--- config.mk ---
export PLATFORM = sky130hd
export DESIGN_NAME = icache_refill_ctrl_flat
export DESIGN_NICKNAME = d
export VERILOG_FILES = /design/src/rtl/icache_refill_ctrl_pkg.sv /design/src/rtl/icache_refill_ctrl_if.sv /design/src/rtl/icache_refill_ctrl_refill_byte_assembler.sv /design/src/rtl/icache_refill_ctrl.sv /design/src/flat_wrapper.sv
export SDC_FILE = /design/constraint.sdc
export NUM_CORES = 1
export LEC_CHECK = 0
export CORE_MARGIN = 2
export CORE_UTILIZATION = 47
export DETAILED_ROUTE_END_ITERATION = 7
export GPL_TIMING_DRIVEN = 0
export PLACE_DENSITY = 0.8
export SETUP_SLACK_MARGIN = 0.4
export SYNTH_ARGS = -nofsm -noshare
export SYNTH_HDL_FRONTEND = slang
export SYNTH_SLANG_ARGS = --single-unit
--- constraint.sdc ---
create_clock -name clk -period 2.9 [get_ports clk]
set_clock_uncertainty 0.05 [all_clocks]
set_input_delay 0.435 -clock clk [delete_from_list [all_inputs] [get_ports clk]]
set_output_delay 0.435 -clock clk [all_outputs]
set_load 0.01 [all_outputs]
--- src/rtl/icache_refill_ctrl_pkg.sv ---
// Shared types and constants for the instruction-cache refill controller.
package icache_refill_ctrl_pkg;

    localparam int InstAddrBus  = 32;
    localparam int InstBus      = 32;
    localparam int ByteBus      = 8;
    localparam int BytesPerInst = 4;
    localparam int CntW         = $clog2(BytesPerInst + 1);
    localparam int IdxW         = $clog2(BytesPerInst);

    typedef logic [ByteBus-1:0] byte_t;
    typedef logic [CntW-1:0]    cnt_t;

    typedef enum logic [1:0] {
        IDLE  = 2'd0,
        HIT   = 2'd1,
        FETCH = 2'd2,
        RESP  = 2'd3
    } state_e;

    function automatic cnt_t byte_count(input int n);
        return cnt_t'(n);
    endfunction

endpackage

--- src/rtl/icache_refill_ctrl_if.sv ---
// IF-stage, cache and RAM-arbiter signals seen by the refill controller.
interface icache_refill_ctrl_if
    import icache_refill_ctrl_pkg::*;
#(
    parameter int ADDR_W = InstAddrBus,
    parameter int INST_W = InstBus
) ();

    logic              rdy;
    logic              if_req;
    logic [ADDR_W-1:0] if_pc;
    logic              flush;
    logic              inst_valid;
    logic [INST_W-1:0] inst_o;
    logic [ADDR_W-1:0] inst_pc;
    logic [ADDR_W-1:0] cache_addr;
    logic [INST_W-1:0] cache_data_i;
    logic              cache_hit;
    logic              cache_work;
    logic [INST_W-1:0] cache_wdata;
    logic              mem_req;
    logic              mem_gnt;
    logic [ADDR_W-1:0] mem_a;
    logic              mem_wr;
    byte_t             mem_din;

    modport master (
        input  rdy, if_req, if_pc, flush,
        input  cache_data_i, cache_hit,
        input  mem_gnt, mem_din,
        output inst_valid, inst_o, inst_pc,
        output cache_addr, cache_work, cache_wdata,
        output mem_req, mem_a, mem_wr
    );

    modport slave (
        output rdy, if_req, if_pc, flush,
        output cache_data_i, cache_hit,
        output mem_gnt, mem_din,
        input  inst_valid, inst_o, inst_pc,
        input  cache_addr, cache_work, cache_wdata,
        input  mem_req, mem_a, mem_wr
    );

endinterface

--- src/rtl/icache_refill_ctrl_refill_byte_assembler.sv ---
// Collects the refill bytes in arrival order into a little-endian word.
module refill_byte_assembler
    import icache_refill_ctrl_pkg::*;
(
    input  logic               clk,
    input  logic               rst,
    input  logic               clear,
    input  logic               capture,
    input  byte_t              din,
    output logic [InstBus-1:0] word,
    output cnt_t               cnt,
    output logic               done
);

    logic [BytesPerInst-1:0][ByteBus-1:0] bytes_q, bytes_d;
    cnt_t                                 cnt_q, cnt_d;

    assign done = (cnt_q == byte_count(BytesPerInst));
    assign cnt  = cnt_q;
    assign word = bytes_q;

    always_comb begin
        bytes_d = bytes_q;
        cnt_d   = cnt_q;
        if (clear) begin
            bytes_d = '0;
            cnt_d   = '0;
        end else if (capture && !done) begin
            bytes_d[cnt_q[IdxW-1:0]] = din;
            cnt_d                    = cnt_q + cnt_t'(1);
        end
    end

    always_ff @(posedge clk or negedge rst) begin
        if (!rst) begin
            bytes_q <= '0;
            cnt_q   <= '0;
        end else begin
            bytes_q <= bytes_d;
            cnt_q   <= cnt_d;
        end
    end

endmodule

--- src/rtl/icache_refill_ctrl.sv ---
// Fetch-side controller: cache lookup, byte-wise RAM refill on miss,
// cache write-back and instruction return to the IF stage.
module icache_refill_ctrl
    import icache_refill_ctrl_pkg::*;
#(
    parameter int ADDR_W = InstAddrBus,
    parameter int INST_W = InstBus
) (
    input  logic                 clk,
    input  logic                 rst,
    icache_refill_ctrl_if.master bus
);

    state_e            state_q, state_d;
    logic [ADDR_W-1:0] pc_q, pc_d;
    cnt_t              issue_cnt_q, issue_cnt_d;
    logic              pend_q, pend_d;
    logic [INST_W-1:0] inst_o_q, inst_o_d;
    logic [ADDR_W-1:0] inst_pc_q, inst_pc_d;

    logic               go;
    logic               issue;
    logic               more;
    logic               last_byte;
    logic               fill_done;
    logic               fetch_flush;
    logic               asm_clear;
    logic [InstBus-1:0] asm_word;
    cnt_t               recv_cnt;
    logic               asm_done;

    assign go          = bus.if_req & bus.rdy & ~bus.flush;
    assign more        = issue_cnt_q < byte_count(BytesPerInst);
    assign issue       = (state_q == FETCH) & bus.rdy & bus.mem_gnt
                       & ~bus.flush & more;
    assign fetch_flush = (state_q == FETCH) & bus.rdy & bus.flush;

    // The final byte lands on the same edge that leaves FETCH.
    assign last_byte = pend_q
                     & (recv_cnt == byte_count(BytesPerInst - 1));
    assign fill_done = asm_done | last_byte;
    assign asm_clear = ((state_q == IDLE) & go & ~bus.cache_hit)
                     | fetch_flush;

    refill_byte_assembler u_asm (
        .clk     (clk),
        .rst     (rst),
        .clear   (asm_clear),
        .capture (pend_q),
        .din     (bus.mem_din),
        .word    (asm_word),
        .cnt     (recv_cnt),
        .done    (asm_done)
    );

    always_ff @(posedge clk or negedge rst) begin
        if (!rst) state_q <= IDLE;
        else      state_q <= state_d;
    end

    always_comb begin
        state_d = state_q;
        unique case (state_q)
            IDLE: begin
                if (go) state_d = bus.cache_hit ? HIT : FETCH;
            end
            HIT: begin
                if (bus.rdy) state_d = IDLE;
            end
            FETCH: begin
                if (bus.rdy) begin
                    if (bus.flush)     state_d = IDLE;
                    else if (fill_done) state_d = RESP;
                end
            end
            RESP: begin
                if (bus.rdy) state_d = IDLE;
            end
            default: state_d = IDLE;
        endcase
    end

    always_comb begin
        pc_d        = pc_q;
        issue_cnt_d = issue_cnt_q;
        pend_d      = issue;
        inst_o_d    = inst_o_q;
        inst_pc_d   = inst_pc_q;
        if ((state_q == IDLE) && go) begin
            if (bus.cache_hit) begin
                inst_o_d  = bus.cache_data_i;
                inst_pc_d = bus.if_pc;
            end else begin
                pc_d        = bus.if_pc;
                issue_cnt_d = '0;
            end
        end
        if (issue) issue_cnt_d = issue_cnt_q + cnt_t'(1);
        if ((state_q == RESP) && bus.rdy) begin
            inst_o_d  = asm_word;
            inst_pc_d = pc_q;
        end
    end

    always_ff @(posedge clk or negedge rst) begin
        if (!rst) begin
            pc_q        <= '0;
            issue_cnt_q <= '0;
            pend_q      <= 1'b0;
            inst_o_q    <= '0;
            inst_pc_q   <= '0;
        end else begin
            pc_q        <= pc_d;
            issue_cnt_q <= issue_cnt_d;
            pend_q      <= pend_d;
            inst_o_q    <= inst_o_d;
            inst_pc_q   <= inst_pc_d;
        end
    end

    always_comb begin
        bus.cache_addr  = (state_q == IDLE) ? bus.if_pc : pc_q;
        bus.inst_valid  = 1'b0;
        bus.inst_o      = inst_o_q;
        bus.inst_pc     = inst_pc_q;
        bus.cache_work  = 1'b0;
        bus.cache_wdata = '0;
        bus.mem_req     = 1'b0;
        bus.mem_a       = '0;
        bus.mem_wr      = 1'b0;
        unique case (1'b1)
            (state_q == HIT): begin
                bus.inst_valid = bus.rdy & ~bus.flush;
            end
            (state_q == FETCH): begin
                bus.mem_req = more;
                if (issue) bus.mem_a = pc_q + ADDR_W'(issue_cnt_q);
            end
            (state_q == RESP): begin
                // A redirect here still fills the cache: the word is good.
                bus.cache_work  = bus.rdy;
                bus.cache_wdata = asm_word;
                bus.inst_valid  = bus.rdy & ~bus.flush;
                bus.inst_o      = asm_word;
                bus.inst_pc     = pc_q;
            end
            default: begin
            end
        endcase
    end

endmodule

--- src/flat_wrapper.sv ---
// flat-port wrapper written by rule: the top's interface ports become plain ports
module icache_refill_ctrl_flat import icache_refill_ctrl_pkg::*;
#(
    parameter int ADDR_W = InstAddrBus,
    parameter int INST_W = InstBus
)
  (clk, rst, bus_rdy, bus_if_req, bus_if_pc, bus_flush, bus_cache_data_i, bus_cache_hit, bus_mem_gnt, bus_mem_din, bus_inst_valid, bus_inst_o, bus_inst_pc, bus_cache_addr, bus_cache_work, bus_cache_wdata, bus_mem_req, bus_mem_a, bus_mem_wr);
  icache_refill_ctrl_if #(.ADDR_W(ADDR_W), .INST_W(INST_W)) bus_i ();
  input  logic clk;
  input  logic rst;
  input wire logic [$bits(bus_i.rdy)-1:0] bus_rdy;
  input wire logic [$bits(bus_i.if_req)-1:0] bus_if_req;
  input wire logic [$bits(bus_i.if_pc)-1:0] bus_if_pc;
  input wire logic [$bits(bus_i.flush)-1:0] bus_flush;
  input wire logic [$bits(bus_i.cache_data_i)-1:0] bus_cache_data_i;
  input wire logic [$bits(bus_i.cache_hit)-1:0] bus_cache_hit;
  input wire logic [$bits(bus_i.mem_gnt)-1:0] bus_mem_gnt;
  input wire logic [$bits(bus_i.mem_din)-1:0] bus_mem_din;
  output wire logic [$bits(bus_i.inst_valid)-1:0] bus_inst_valid;
  output wire logic [$bits(bus_i.inst_o)-1:0] bus_inst_o;
  output wire logic [$bits(bus_i.inst_pc)-1:0] bus_inst_pc;
  output wire logic [$bits(bus_i.cache_addr)-1:0] bus_cache_addr;
  output wire logic [$bits(bus_i.cache_work)-1:0] bus_cache_work;
  output wire logic [$bits(bus_i.cache_wdata)-1:0] bus_cache_wdata;
  output wire logic [$bits(bus_i.mem_req)-1:0] bus_mem_req;
  output wire logic [$bits(bus_i.mem_a)-1:0] bus_mem_a;
  output wire logic [$bits(bus_i.mem_wr)-1:0] bus_mem_wr;
  assign bus_i.rdy = bus_rdy;
  assign bus_i.if_req = bus_if_req;
  assign bus_i.if_pc = bus_if_pc;
  assign bus_i.flush = bus_flush;
  assign bus_i.cache_data_i = bus_cache_data_i;
  assign bus_i.cache_hit = bus_cache_hit;
  assign bus_i.mem_gnt = bus_mem_gnt;
  assign bus_i.mem_din = bus_mem_din;
  assign bus_inst_valid = bus_i.inst_valid;
  assign bus_inst_o = bus_i.inst_o;
  assign bus_inst_pc = bus_i.inst_pc;
  assign bus_cache_addr = bus_i.cache_addr;
  assign bus_cache_work = bus_i.cache_work;
  assign bus_cache_wdata = bus_i.cache_wdata;
  assign bus_mem_req = bus_i.mem_req;
  assign bus_mem_a = bus_i.mem_a;
  assign bus_mem_wr = bus_i.mem_wr;
  icache_refill_ctrl #(.ADDR_W(ADDR_W), .INST_W(INST_W)) u_core (.clk(clk), .rst(rst), .bus(bus_i));
endmodule
==> flow_summary_export.csv, run 1 <==
group,metric,value,unit
cells_and_area,instances_no_fill,1461,
clock_network,ctsLongestPathBuffers,2,
grt,grt_max_degree,99,
synthesis,yosys.area_share.simple,23.0,%
grt,grt_antenna_before_repair,1,
power_and_ir_drop,p_total,8950,uW
grt,overflow,0,
drt,route.detailed.drc,2,
synthesis,synthAdderAreaFrac,1.66,%
clock_network,worstSkewPairLatency,0.44,ns
clock_network,clockRootBuffer,"clkbuf_16",
synthesis,synth_top_family_by_area,"simple AND/OR/NAND/NOR gates",
floorplanning,core-area,0.0166,mm2
drt,routedWlPerCell,21.7,um
sta,worst_pin_slew,0.636,ns
synthesis,synth_edf_count,0,
floorplanning,die_x,134,um
synthesis,synth_xor_area_share,2.85,%
synthesis,avgSynthCellArea,8.83,um2
synthesis,ys_warn_count,0,
place,place_hpwl,18.5,mm
synthesis,ys_seq_area_share,43.0,%
status,status,"finished, violations left",
drt,dr.pass1.iters,8,
grt,grtUsageTotal,32.0,%
worst_setup_path,rr_endpoint,"u_core.inst_pc_q[24]",
place,numPortBuffers,241,
sta,setup_ws,-0.214,ns
sta,post-route-period-util,107,%
place,dp_cells,1365,
synthesis,ys_ff_latch,137,
drt,wl,31.8,mm
synthesis,synth_compound_area_share,12.8,%
drt,ant_nets,0,
sta,setup_viol,18,
power_and_ir_drop,p_per_area,722,mW/mm2
grt,grt_pass1_wl,45.2,mm
clock_network,cts_tree,"yes",
drt,first_iter_violations,903,
worst_setup_path,critPathMaxFanout,6,
floorplanning,rows,47,
worst_setup_path,arrival,2.63,ns
clock_network,numClockSinks,137,
power_and_ir_drop,p_leak,0.00615,uW
floorplanning,ios,243,
worst_setup_path,worstRegToRegCells,7,
sta,rsz0062_at_grt,"yes",
synthesis,ys_types,46,
synthesis,synth.area.mux_share,12.3,%
drt,vias_per_cell,5.96,
worst_hold_path,hold_class,"in -> async",
cells_and_area,mostFrequentLayoutCell,"nand2_1",
cells_and_area,syn2layout_area_growth,55.3,%
worst_setup_path,worstSetupPathType,"reg -> out",
worst_setup_path,critPathLaunchType,"flop",
drt,num_vias,8714,
clock_network,clk_pin_slew,0.07,ns
cells_and_area,mostFrequentLayoutCells,"nand2_1 (165), dfrtp_1 (129), nor2_1 (100), clkdlybuf4s50_1 (82), mux2_2 (74)",
sta,finalHoldViolations,0,
synthesis,syn_inst,903,
worst_setup_path,crit_required,2.41,ns
worst_setup_path,cp-end-kind,"output port",
sta,fin_crit,3.11,ns
clock_network,h-tree-depth,4,
power_and_ir_drop,ir_drop,0.462,mV
synthesis,synthFlopType,"dfrtp_1",
cells_and_area,fin_util,74.7,%
floorplanning,die_area,0.0180,mm2
status,violations,"DRC, setup timing",
cells_and_area,drive_gt1_share,29.4,%
floorplanning,fp.dieH,134,um
place,gp_congestion,0.862,
cells_and_area,layout.nets,1317,
clock_network,cts_inserted_buffers,17,
synthesis,syn_area,0.00798,mm2
grt,grt_pass1_vias,8231,
sta,slew_headroom,57.6,%
worst_setup_path,reg2reg_from,"u_core.state_q[1]",
worst_setup_path,rrSetupSlack,0.84,ns
sta,finalMaxSlewViolations,0,
sta,fmax,0.321,GHz
synthesis,synthArstFlopShare,100,%
flow_run,drv_cap,0,
synthesis,synth_fp_nets,992,
floorplanning,initial_core_util,48.1,%
[cell families after synthesis]
kind of cell | Yosys count
compound gates | 165
xor+xnor | 26
fa+ha+maj | 10
buf+inv | 82
flops | 137
mux | 87
other cells | 1
simple gates | 395
[worst max-delay path, cell delays in order (launching register included)]
cell	delay [ns]
dfrtp_2	0.45
ha_4	0.21
fa_2	0.37
a21o_1	0.21
buf_6	0.13
nand3_4	0.18
nor3_2	0.08
xnor2_1	0.27
nor2_1	0.12
buf_2	0.16
[cells in the mapped netlist (4+ instances only)]
| library cell | number | share of area, % |
|---|---|---|
| and2_1 | 6 | 0.47 |
| mux2_2 | 86 | 12 |
| and3_1 | 37 | 2.9 |
| nand4_1 | 5 | 0.39 |
| buf_1 | 5 | 0.24 |
| a21o_1 | 34 | 3.2 |
| buf_2 | 22 | 1.4 |
| o21ai_0 | 18 | 1.1 |
| nand3_1 | 43 | 2.7 |
| xnor2_1 | 23 | 2.5 |
| buf_4 | 4 | 0.38 |
| nor2_1 | 103 | 4.8 |
| clkbuf_1 | 39 | 1.8 |
| a31oi_1 | 50 | 3.9 |
| o22ai_1 | 11 | 0.86 |
| or3_1 | 5 | 0.39 |
| ha_1 | 9 | 1.4 |
| a21oi_1 | 42 | 2.6 |
| nor3_1 | 8 | 0.50 |
| dfrtp_1 | 137 | 43 |
| nand2_1 | 168 | 7.9 |
| inv_1 | 11 | 0.52 |
[state kept, by name (all words and copies together) (netlist names)]
signal              flops
u_core.inst_pc_q       32
u_core.state_q          2
u_core.pc_q            32
u_core.pend_q           1
u_core.issue_cnt_q      3
u_core.inst_o_q        32
u_core.u_asm.cnt        3
u_core.u_asm.word      32
[repair_timing]
item | 4_1_cts | 5_1_grt
pin swaps | 35 | 32
hold endpoints to repair | 39 | 0
hold buffers | 1 | 0
gates resized for setup | 366 | 206
cloned | 0 | 4
setup buffers | 35 | 24
setup endpoints to repair | 162 | 97
[worst max path at each step]
stage	endpoint	cells after the start	startpoint	slack [ns]
global route	bus_mem_a[30]	9	u_core.pc_q[1]	-0.26
CTS	bus_mem_a[20]	9	u_core.pc_q[0]	0.02
detailed placement	bus_inst_pc[30]	7	u_core.state_q[1]	-0.36
global placement	u_core.inst_o_q[8]	1	rst	-4.24
finish	bus_mem_a[20]	9	u_core.pc_q[0]	-0.21
floorplan	bus_mem_a[16]	7	u_core.issue_cnt_q[0]	0.65
[power by group]
group | switching (uW) | leakage [uW] | internal, uW
Clock | 897 | 0.000306 | 1520
Combinational | 1680 | 0.00413 | 1810
Sequential | 541 | 0.00172 | 2500
[metal layers]
layer  GRT usage [%]  up-vias  part of all wire, %
li1                -     3793                    -
met1            39.6     4179                   37
met2            53.7      608                   48
met3            8.16      134                  9.8
met4            12.8        0                  4.5
met5               0        -                    0
[final cells by class]
class                      instances  area (um2)
antenna                            1        2.50
buffer                            71         563
clock buffer                      18         429
clock inverter                    13         203
fill                            1167        4190
inverter                          11        41.3
multi-input combinational        684        4630
sequential                       137        3440
tap                              220         275
timing repair buffer             306        2810
[stage by stage]
step                area (um2)  setup WS (ns)  hold slack (ns)  TNS [ns]
floorplan                 7980          0.653           0.0894         0
global placement         10700          -4.24            0.423   -587.01
detailed placement       10700         -0.361            0.315     -7.80
CTS                      11900         0.0202            0.423         0
global route             12400         -0.260            0.464     -2.24
finish                   12400         -0.214            0.440     -1.67
Note: power is estimated with default switching activity, not from simulation.
==> run 2: changes to the inputs <==
CTS_CLUSTER_DIAMETER = 40   (was unset)
==> results of run 2 <==
The final DEF is identical to that of run 1; final timing and power are the same.
